--- src/rtl/debounce_edge_detect.sv ---
// Raw-input conditioner: synchronizer, glitch-rejecting debouncer and
// registered rise/fall pulse generator feeding the downstream D-flop stage.
//
// Ports:
//   clk        in   rising-edge clock
//   reset      in   asynchronous active-low reset
//   d_in       in   raw asynchronous input
//   q          out  debounced registered level
//   rise       out  one-cycle pulse on q 0->1
//   fall       out  one-cycle pulse on q 1->0
//   busy       out  high while a change is being qualified (CHECK)
//   glitch_cnt out  saturating count of rejected glitches
//                   (only when DEBOUNCE_GLITCH_CNT_EN is defined)
//
// Parameters:
//   SYNC_STAGES     synchronizer depth, 2..4
//   DEBOUNCE_CYCLES consecutive differing samples before q moves, >= 1
//   CNT_W           qualify counter width, 2**CNT_W > DEBOUNCE_CYCLES
module debounce_edge_detect #(
  parameter int SYNC_STAGES     = 2,
  parameter int DEBOUNCE_CYCLES = 4,
  parameter int CNT_W           = 16
) (
  input  logic       clk,
  input  logic       reset,
  input  logic       d_in,
  output logic       q,
  output logic       rise,
  output logic       fall,
  output logic       busy
`ifdef DEBOUNCE_GLITCH_CNT_EN
  ,
  output logic [7:0] glitch_cnt
`endif
);

  typedef enum logic {
    ST_STABLE = 1'b0,
    ST_CHECK  = 1'b1
  } state_e;

  localparam logic [CNT_W-1:0] CNT_MAX =
    CNT_W'(DEBOUNCE_CYCLES - 1);
  localparam logic [CNT_W-1:0] CNT_ONE = CNT_W'(1);

  logic [SYNC_STAGES-1:0] sync_q;
  logic                   s_out;

  state_e                 state_q;
  logic [CNT_W-1:0]       cnt_q;
  logic                   lvl_q;
  logic                   rise_q;
  logic                   fall_q;

`ifdef DEBOUNCE_GLITCH_CNT_EN
  logic [7:0]             gcnt_q;
`endif

  // Only sync_q[0] may go metastable; later stages see a settled value.
  always_ff @(posedge clk or negedge reset) begin
    if (!reset) begin
      sync_q <= '0;
    end else begin
      sync_q <= {sync_q[SYNC_STAGES-2:0], d_in};
    end
  end

  assign s_out = sync_q[SYNC_STAGES-1];

  // Debounce FSM. Pulses default low each cycle so they last one cycle.
  always_ff @(posedge clk or negedge reset) begin
    if (!reset) begin
      state_q <= ST_STABLE;
      cnt_q   <= '0;
      lvl_q   <= 1'b0;
      rise_q  <= 1'b0;
      fall_q  <= 1'b0;
`ifdef DEBOUNCE_GLITCH_CNT_EN
      gcnt_q  <= '0;
`endif
    end else begin
      rise_q <= 1'b0;
      fall_q <= 1'b0;
      unique case (state_q)
        ST_STABLE: begin
          if (s_out != lvl_q) begin
            if (DEBOUNCE_CYCLES == 1) begin
              // Single-sample qualification: accept immediately.
              lvl_q  <= s_out;
              rise_q <= s_out;
              fall_q <= ~s_out;
            end else begin
              state_q <= ST_CHECK;
              cnt_q   <= CNT_ONE;
            end
          end
        end
        ST_CHECK: begin
          if (s_out == lvl_q) begin
            // Input fell back before qualifying: a glitch.
            state_q <= ST_STABLE;
            cnt_q   <= '0;
`ifdef DEBOUNCE_GLITCH_CNT_EN
            if (gcnt_q != 8'hFF) begin
              gcnt_q <= gcnt_q + 8'd1;
            end
`endif
          end else if (cnt_q == CNT_MAX) begin
            state_q <= ST_STABLE;
            cnt_q   <= '0;
            lvl_q   <= s_out;
            rise_q  <= s_out;
            fall_q  <= ~s_out;
          end else begin
            cnt_q <= cnt_q + CNT_ONE;
          end
        end
        default: begin
          state_q <= ST_STABLE;
          cnt_q   <= '0;
        end
      endcase
    end
  end

  assign q    = lvl_q;
  assign rise = rise_q;
  assign fall = fall_q;
  assign busy = (state_q == ST_CHECK);

`ifdef DEBOUNCE_GLITCH_CNT_EN
  assign glitch_cnt = gcnt_q;
`endif

endmodule

--- config.mk ---
export PLATFORM = sky130hd
export DESIGN_NAME = debounce_edge_detect
export DESIGN_NICKNAME = d
export VERILOG_FILES = /design/src/rtl/debounce_edge_detect.sv
export SDC_FILE = /design/constraint.sdc
export NUM_CORES = 1
export LEC_CHECK = 0
export ABC_CLOCK_PERIOD_IN_PS = 2250
export CORE_ASPECT_RATIO = 1.25
export CORE_UTILIZATION = 43
export CTS_CLUSTER_DIAMETER = 150
export DETAILED_ROUTE_END_ITERATION = 8
export PLACE_DENSITY = 0.66
export SYNTH_ARGS = -nofsm -noshare
export SYNTH_HDL_FRONTEND = slang
export SYNTH_SLANG_ARGS = --single-unit
export TNS_END_PERCENT = 20
--- constraint.sdc ---
create_clock -name clk -period 2.25 [get_ports clk]
set_input_delay 0.3375 -clock clk [delete_from_list [all_inputs] [get_ports clk]]
set_output_delay 0.3375 -clock clk [all_outputs]
set_load 0.005 [all_outputs]
==> impl_metrics.toml, run 1 <==
[die]
floorplan.core_area_um2 = 2430
io-pin-count = 7
die_area_um2 = 2770
std_cell_rows = 20
die_height_um = 58.5
initial_utilization_pct = 45.3
die_x_um = 47.2

[routing]
detail_route.first_pass.iterations = 4
vias_per_cell = 5.91
routed_length_per_instance_um = 14.3
wirelength_mm = 2.20
detail_route.iter0.violations = 12
vias = 910
final_antenna_net_count = 0
post-route-drc-count = 0

[power]
leakagePower_nw = 0.509
seq_power_share_pct = 45.4
power_density_nw_per_um2 = 930
switching_power_mw = 0.421
clkPwrFrac_pct = 19.0
power.ir.vdd_worst_mv = 0.639
swShare_pct = 37.2
combinationalPowerShare_pct = 35.7
internal_power_contribution_mw = 0.712

[yosys]
synth-seq-cells = 22
yosysWarnings = 0
syn-mean-instance-area_um2 = 9.56
synthDistinctLibCells = 34
synthesized_netlist_cell_count = 115
syn-num-nets = 119
sequential_area_share_after_synthesis_pct = 50.1
cell_area_after_synthesis_um2 = 1100

[finish]
area_of_all_placed_cells_without_fillers_um2 = 1220
final_nets = 126
areaGrowthSynthToFinish_pct = 10.8
post_route_cells_drive_above_1_share_pct = 9.09
nFillCells = 244
antenna-diode-count = 0
multiInputGateArea_um2 = 504
layout.area.seq_um2 = 551

[setup_path]
crit_arrival_ns = 2.16
critical_path_buf_inv_count = 0
critPathMaxFanout = 9
timing.critical_path.max_delay_family = "simple AND/OR/NAND/NOR gates"
cell_breakdown_of_the_critical_path = "ha_1 > nor4b_1 > and4_1 > or2_1 > o21ai_0 > a22o_1"
slowest_delay_ns = 0.42
cp.required_ns = 2.44
crit_type = "register to register"
timing.critical_path.from_type = "register"
slowest_stage = "dfrtp_1"
worstSetupEndpointType = "register"

[timing]
fin_tns_setup_ns = 0
grt_setup_unrepaired = "no"
max_freq_ghz = 0.510
worst_pin_slew_ns = 0.469
hold_viol_final = 0
layout_worst_path_cycle_share_pct = 87.2
setup_viol = 0
finalMaxSlewViolations = 0
min_period_ns = 1.96
max_slew_margin_pct = 68.6
skew_ns = 0.0118

[grt]
track_usage_pct = 17.9
grt_pass1_vias = 835
global_route.overflow_total = 0
initial_antenna_violation_count = 0
grt_start_max_net_pins = 23
grt_pass1_wl_mm = 3.58

[place]
dpl-instance-area_um2 = 1180
dp_wirelength_mm = 1.63
port_buffers = 6
place.gp.congestion = 0.848

[flow_run]
max_cap_violations = 0

[clock_network]
clk_latency_ns = 0.30
tritoncts_clock_tree = "built"
holdBufCountCts = 0
clock_tree_buffer_depth = 2
cts_root_buffer = "clkbuf_4"
worst_setup_hold_path_clk_slew_ns = 0.13
cts.sink_count = 22
numCtsBuffers = 3
clock_tree.htree_level_count = 1
cts_resized = 0
number_of_buffers_inserted_to_repair_setup_after_cts = 0

[min_path]
worst_hold_path_type = "primary input to asynchronous set/reset pin"

[run_status]
run_status = "completed"
## metal layers
| layer | routed length [um] | vias up | global-route usage, % |
|---|---|---|---|
| li1 | - | 437 | - |
| met1 | 967 | 450 | 21.1 |
| met2 | 1130 | 19 | 31.3 |
| met3 | 76 | 4 | 2.76 |
| met4 | 31 | 0 | 6.94 |
| met5 | 0 | - | 0 |
## worst paths after layout
| path | startpoint | end | slack [ns] | depth (start not counted) |
|---|---|---|---|---|
| min reg2reg | sync_q[0] | sync_q[1] | 0.37 | 0 |
| min | reset | cnt_q[12] | 0.36 | 2 |
| max | cnt_q[0] | cnt_q[15] | 0.29 | 6 |
| max reg2reg | cnt_q[0] | cnt_q[15] | 0.29 | 6 |
| min in group clk | sync_q[0] | sync_q[1] | 0.37 | 0 |
| max in group asynchronous | reset | cnt_q[6] | 1.66 | 2 |
## sequential cells by signal (all words and copies together), names as in the netlist
| signal | cells |
|---|---|
| rise | 1 |
| sync_q | 2 |
| fall | 1 |
| busy | 1 |
| q | 1 |
| cnt_q | 16 |
## cells in the final DEF (no fill, tap or decap), drive strengths merged, types with 3 or more instances in the layout
master / count
nor2: 6
nor4: 3
a31oi: 10
nand2: 13
inv: 3
or3: 5
nor3b: 3
o21ai: 5
clkdlybuf4s50: 6
dfrtp: 22
clkbuf: 4
nand4: 4
nand3: 6
a21oi: 9
and3: 4
## cell families (layout without fill, tap and decap cells)
logic type                 after synthesis  in the layout  share of synthesized area [%]
adders and majority gates                1              1                           1.14
DFF                                     22             22                           50.1
muxes                                    3              3                           2.84
and+or+nand+nor                         50             50                           24.5
buffers and inverters                    9             15                           4.09
xor gates and xnor gates                 1              1                           1.48
AOI/OAI and AO/OA                       29             29                           15.9
## Yosys cell counts
| cell type | n | area, um2 |
|---|---|---|
| nand2_2 | 1 | 6.26 |
| buf_6 | 1 | 11.3 |
| nor4b_1 | 1 | 8.76 |
| a22o_1 | 2 | 17.5 |
| nor4_1 | 3 | 18.8 |
| buf_1 | 1 | 3.75 |
| and3_1 | 4 | 25.0 |
| o21ai_1 | 2 | 10.0 |
| xor2_2 | 1 | 16.3 |
| and4_1 | 1 | 8.76 |
| dfrtp_1 | 22 | 551 |
| clkbuf_2 | 1 | 5.00 |
| nand2_1 | 12 | 45.0 |
| nand3_1 | 6 | 30.0 |
| nor3_1 | 2 | 10.0 |
| o311ai_0 | 1 | 8.76 |
| or2_1 | 1 | 6.26 |
| inv_1 | 3 | 11.3 |
| a31oi_1 | 10 | 62.6 |
| or2_2 | 1 | 6.26 |
| clkbuf_1 | 1 | 3.75 |
| buf_2 | 2 | 10.0 |
| nor2_1 | 5 | 18.8 |
| o21ai_0 | 3 | 15.0 |
| nor2_2 | 1 | 6.26 |
| nor3b_1 | 3 | 22.5 |
| ha_1 | 1 | 12.5 |
| nand4_1 | 4 | 25.0 |
| or3_1 | 5 | 31.3 |
| a21o_1 | 1 | 7.51 |
| o22a_1 | 1 | 8.76 |
| a21oi_1 | 9 | 45.0 |
| mux2i_1 | 2 | 20.0 |
| mux2_2 | 1 | 11.3 |
## cell type report
class | count | area share, %
inverter | 3 | 0.924
multi-input combinational | 84 | 41.4
timing repair buffer | 8 | 6.16
clock buffer | 4 | 2.98
tap | 33 | 3.39
sequential | 22 | 45.2
## worst register-to-register path, stage by stage, from the launching register on
cell	delay, ns
dfrtp_1	0.42
ha_1	0.22
nor4b_1	0.25
and4_1	0.35
or2_1	0.30
o21ai_0	0.14
a22o_1	0.18
## through the flow
stage          util, %  hold slack (ns)  power, mW  setup WS, ns  instances
2_1_floorplan        -           0.0419      0.809         0.455        115
3_3_place_gp      48.7            0.339      0.915         0.393        150
3_5_place_dp      48.7            0.339      0.924         0.342        150
4_1_cts           50.2            0.361       1.14         0.301        154
5_1_grt           50.2            0.382       1.20         0.112        154
6_report          50.2            0.360       1.13         0.289        154
## power by group through the flow
| stage | combinational, mW | sequential, mW | clock, mW |
|---|---|---|---|
| 2_1_floorplan | 0.300 | 0.509 | 0 |
| 3_3_place_gp | 0.397 | 0.518 | 0 |
| 3_5_place_dp | 0.403 | 0.522 | 0 |
| 4_1_cts | 0.405 | 0.514 | 0.221 |
| 5_1_grt | 0.451 | 0.522 | 0.232 |
| 6_report | 0.404 | 0.514 | 0.215 |
(Power assumes the default switching activity.)
==> inputs of run 2 (changes only) <==
Settings changed: ABC_CLOCK_PERIOD_IN_PS 2250 to 2110, SLEW_MARGIN from default to 25.
Clock period 2.25 ns to 2.11 ns, I/O delays scaled along.
==> run 2 against run 1 <==
Net effect: clock-buffer cell count is 1 lower; critical endpoint is now cnt_q[9]; clock skew fell by 0.0078 ns; critical path type unchanged; final cell count rose by 0.65%; sequential power increased by 6.4%; critical path depth stayed put; maximum frequency up 1.1%; sequential share of layout area shrank 0.86 points; clock power up 53%; largest cell class unchanged.
==> impl_metrics.toml, run 2 (same netlist as run 1, synthesis figures left out) <==
[finish]
largest-register = "cnt_q"
final_common_cell = "dfrtp_1"
layout.cells.most_common_list = "22 x dfrtp_1, 12 x nand2_1, 10 x a31oi_1"
antenna-diode-count = 0
post_route_cells_drive_above_1_share_pct = 9.84
nFillCells = 238
final_nets = 127
reg_top3 = "cnt_q (16), sync_q (2)"
post_layout_nonfiller_instances = 155
areaGrowthSynthToFinish_pct = 13.0
area_of_all_placed_cells_without_fillers_um2 = 1240
largest_reg_flops = 16

[timing]
setup_viol = 0
postLayoutSetupSlackWorst_ns = 0.170
grt_setup_unrepaired = "no"
finalMaxSlewViolations = 0
skew_ns = 0.00402
holdWs_ns = 0.322
fin_tns_setup_ns = 0
min_period_ns = 1.94
max_slew_margin_pct = 71.5
worst_pin_slew_ns = 0.423
layout_worst_path_cycle_share_pct = 91.9
hold_viol_final = 0
max_freq_ghz = 0.516

[clock_network]
cts.sink_count = 22
number_of_buffers_inserted_to_repair_setup_after_cts = 0
worst_setup_hold_path_clk_slew_ns = 0.13
cts_root_buffer = "clkbuf_4"
numCtsBuffers = 3
cts_resized = 0
clk_latency_ns = 0.31
tritoncts_clock_tree = "built"
clock_tree_buffer_depth = 2
clock_tree.htree_level_count = 1
holdBufCountCts = 0

[power]
power.ir.vdd_worst_mv = 0.885
power_density_nw_per_um2 = 1060
leakagePower_nw = 0.521

[setup_path]
crit_arrival_ns = 2.19
setup.worst_path.start = "cnt_q[0]"
cp.required_ns = 2.36
crit_cells = 6
critical_path_buf_inv_count = 0
cell_breakdown_of_the_critical_path = "ha_1 > nor4b_1 > and4_1 > or2_1 > or3_1 > o21ai_1"
crit_type = "register to register"
timing.rr.start = "cnt_q[0]"
timing.critical_path.max_delay_family = "simple AND/OR/NAND/NOR gates"
worstSetupEndpointType = "register"
timing.critical_path.from_type = "register"
critPathMaxFanout = 9
slowest_stage = "dfrtp_1"
slowest_delay_ns = 0.44
r2r.worst_path.cells = 6

[min_path]
worst_hold_path_type = "primary input to asynchronous set/reset pin"

[routing]
top_layer = "met4"
wire_length_on_met2_mm = 1.16
wl_met3_um = 67
post-route-drc-count = 0
vias = 919
route.layer.met1.wl_um = 942
detail_route.first_pass.iterations = 4
routed_length_per_instance_um = 14.2
final_antenna_net_count = 0
detail_route.iter0.violations = 20
wirelength_mm = 2.20
vias_per_cell = 5.93

[grt]
grt_pass1_vias = 852
track_usage_pct = 19.6
global_route.overflow_total = 0
grt_pass1_wl_mm = 3.84
grt_start_max_net_pins = 23
initial_antenna_violation_count = 0

[place]
dpl-instance-area_um2 = 1190
placed_cells = 151
pre_cts_ws_ns = 0.210
dp_wirelength_mm = 1.64
port_buffers = 6
place.gp.congestion = 0.865

[die]
floorplan.core_area_um2 = 2430
io-pin-count = 7
die_height_um = 58.5
die_area_um2 = 2770
std_cell_rows = 20
initial_utilization_pct = 45.3
die_x_um = 47.2

[run_status]
run_status = "completed"

[flow_run]
max_cap_violations = 0
==> run 2: through the flow <==
| step | utilization [%] | power, mW |
|---|---|---|
| 2_1_floorplan | - | 0.863 |
| 3_3_place_gp | 49.0 | 0.989 |
| 3_5_place_dp | 49.0 | 0.998 |
| 4_1_cts | 51.2 | 1.33 |
| 5_1_grt | 51.2 | 1.40 |
| 6_report | 51.2 | 1.32 |
==> run 2: worst paths after layout <==
kind / endpoint / slack (ns)
max: cnt_q[9] / 0.17
min reg2reg: sync_q[1] / 0.38
max in group asynchronous: cnt_q[6] / 1.57
max reg2reg: cnt_q[9] / 0.17
min in group clk: sync_q[1] / 0.38
min: cnt_q[5] / 0.32
==> run 2: per-layer routing <==
layer,vias up,global-route usage [%]
met3,5,2.45
met5,-,0
met4,0,7.76
li1,437,-
met2,14,32.3
met1,463,25.3
==> run 2: area by class of cell <==
type	instances	area, um2	share of cell area [%]
flip-flops and latches	22	551	44.3
multi-input cells	84	504	40.6
repair buffers	9	82.6	6.65
well taps	33	41.3	3.32
clock inverters	1	30.0	2.42
clock buffers	3	22.5	1.81
inverters	3	11.3	0.906
==> run 2: worst reg2reg max path: cells and delay by family, from the launching register on <==
family | cells | cell delay [ns]
AND/OR/NAND/NOR | 4 | 1.11
flip-flops | 1 | 0.44
AO/OA/AOI/OAI | 1 | 0.08
adder cells (fa/ha/maj) | 1 | 0.25
==> run 2: power breakdown <==
| part | internal, mW | switching, mW |
|---|---|---|
| clock | 0.192 | 0.136 |
| combinational | 0.191 | 0.256 |
| sequential | 0.475 | 0.0721 |
| total | 0.858 | 0.464 |
==> inputs of run 3 (changes only) <==
Settings changed: PLACE_DENSITY 0.66 to default, SLEW_MARGIN 25 to 10.
==> run 3 against run 2 <==
Net effect: core utilization is 0.98 points lower; clock skew is essentially flat; combinational power shrank 8.0%; clock power shrank 27%; flip-flop and latch count did not move; critical endpoint is now cnt_q[10]; clock-buffer cell count is 1 higher; final cell count fell by 0.65%; critical path type unchanged; routed wire length hardly changed.
==> impl_metrics.toml, run 3 (same netlist as run 1, synthesis figures left out) <==
[run_status]
run_status = "completed"

[timing]
min_period_ns = 2.04
hold_viol_final = 0
finalMaxSlewViolations = 0
layout_worst_path_cycle_share_pct = 96.6
max_freq_ghz = 0.491
worst_pin_slew_ns = 0.620
setup_viol = 0
max_slew_margin_pct = 58.6
grt_setup_unrepaired = "yes"
skew_ns = 0.00359

[finish]
area_of_all_placed_cells_without_fillers_um2 = 1220
post_route_cells_drive_above_1_share_pct = 9.09
largest_reg_flops = 16
final_util_pct = 50.2
layout.cells.most_common_list = "22 x dfrtp_1, 12 x nand2_1, 10 x a31oi_1"
final_common_cell = "dfrtp_1"
areaGrowthSynthToFinish_pct = 10.8
nFillCells = 237
final_nets = 126
largest-register = "cnt_q"
reg_top3 = "cnt_q (16), sync_q (2)"
antenna-diode-count = 0

[grt]
grt_pass1_wl_mm = 3.73
grt_start_max_net_pins = 23
initial_antenna_violation_count = 0
global_route.overflow_total = 0
grt_pass1_vias = 796
track_usage_pct = 19.1

[routing]
final_antenna_net_count = 0
detail_route.first_pass.iterations = 4
post-route-drc-count = 0
wirelength_mm = 2.21
routed_length_per_instance_um = 14.3
vias_per_cell = 5.95
detail_route.iter0.violations = 32
vias = 916

[place]
port_buffers = 6
dpl-instance-area_um2 = 1180
dp_wirelength_mm = 1.54
place.gp.congestion = 0.843

[min_path]
worst_hold_path_type = "primary input to asynchronous set/reset pin"

[die]
floorplan.core_area_um2 = 2430
io-pin-count = 7
die_area_um2 = 2770
die_height_um = 58.5
die_x_um = 47.2
initial_utilization_pct = 45.3
std_cell_rows = 20

[setup_path]
setup.worst_path.start = "cnt_q[0]"
crit_arrival_ns = 2.30
worstSetupEndpointType = "register"
cp.required_ns = 2.37
crit_type = "register to register"
timing.rr.start = "cnt_q[0]"
critPathMaxFanout = 17
timing.critical_path.from_type = "register"

[clock_network]
worst_setup_hold_path_clk_slew_ns = 0.12
clock_tree_buffer_depth = 2
clock_tree.htree_level_count = 1
clk_latency_ns = 0.32
tritoncts_clock_tree = "built"
cts.sink_count = 22
numCtsBuffers = 3
holdBufCountCts = 0
cts_root_buffer = "clkbuf_4"

[power]
p_total_mw = 1.20
power.ir.vdd_worst_mv = 0.658
leakagePower_nw = 0.510
power_density_nw_per_um2 = 983

[flow_run]
max_cap_violations = 0
==> run 3: cell count changes in the layout (fill, tap and decap cells not counted), sizes merged <==
cell / previous run / this run
bufinv: 1 / 0
clkbuf: 3 / 4
buf: 3 / 2
==> run 3: worst max-delay path, stage by stage, from the launching register on <==
cell and delay (ns):
dfrtp_1 0.43, ha_1 0.25, nor4b_1 0.15, and4_1 0.24, nor2_2 0.52, o21ai_0 0.19
a31oi_1 0.19
==> run 3: path summary, 6_finish.rpt <==
| kind | end | depth (start not counted) | slack [ns] |
|---|---|---|---|
| hold reg to reg | sync_q[1] | 0 | 0.37 |
| setup / recovery | cnt_q[10] | 6 | 0.07 |
| setup reg to reg | cnt_q[10] | 6 | 0.07 |
| min in group clk | sync_q[1] | 0 | 0.37 |
| hold / removal | cnt_q[4] | 2 | 0.32 |
| max in group asynchronous | cnt_q[15] | 2 | 1.58 |
==> run 3: per-layer routing <==
metal  vias to the layer above  track usage (%)  wire length, um
met5                         -                0                0
met4                         0             10.6               65
met3                         7             2.45               97
met2                        24             27.4             1020
met1                       449             27.4             1020
li1                        436                -                -
==> run 3: layout make-up <==
type | count | area [um2] | share of cell area (%)
multi-input cells | 84 | 504 | 41.4
repair buffers | 8 | 75.1 | 6.16
flip-flops and latches | 22 | 551 | 45.2
inverters | 3 | 11.3 | 0.924
clock buffers | 4 | 36.3 | 2.98
well taps | 33 | 41.3 | 3.39
==> run 3: metrics by stage <==
step / cells / hold slack (ns) / TNS [ns] / worst slack [ns]
after floorplan: 115 / 0.0209 / 0 / 0.315
after global placement: 150 / 0.341 / 0 / 0.192
after detailed placement: 150 / 0.345 / 0 / 0.101
after CTS: 154 / 0.331 / 0 / 0.0736
after global routing: 154 / 0.351 / -0.297 / -0.0684
final: 154 / 0.316 / 0 / 0.0713
==> run 3: what timing repair did <==
| action | CTS | global route |
|---|---|---|
| setup buffers | 0 | 0 |
| setup endpoints to repair | 0 | 9 |
| resized for setup | 0 | 1 |
==> run 3: report_power, final <==
group | total (mW) | internal [mW] | switching, mW
clock network | 0.241 | 0.106 | 0.135
registers | 0.545 | 0.475 | 0.0703
logic | 0.412 | 0.167 | 0.246
total | 1.20 | 0.747 | 0.451
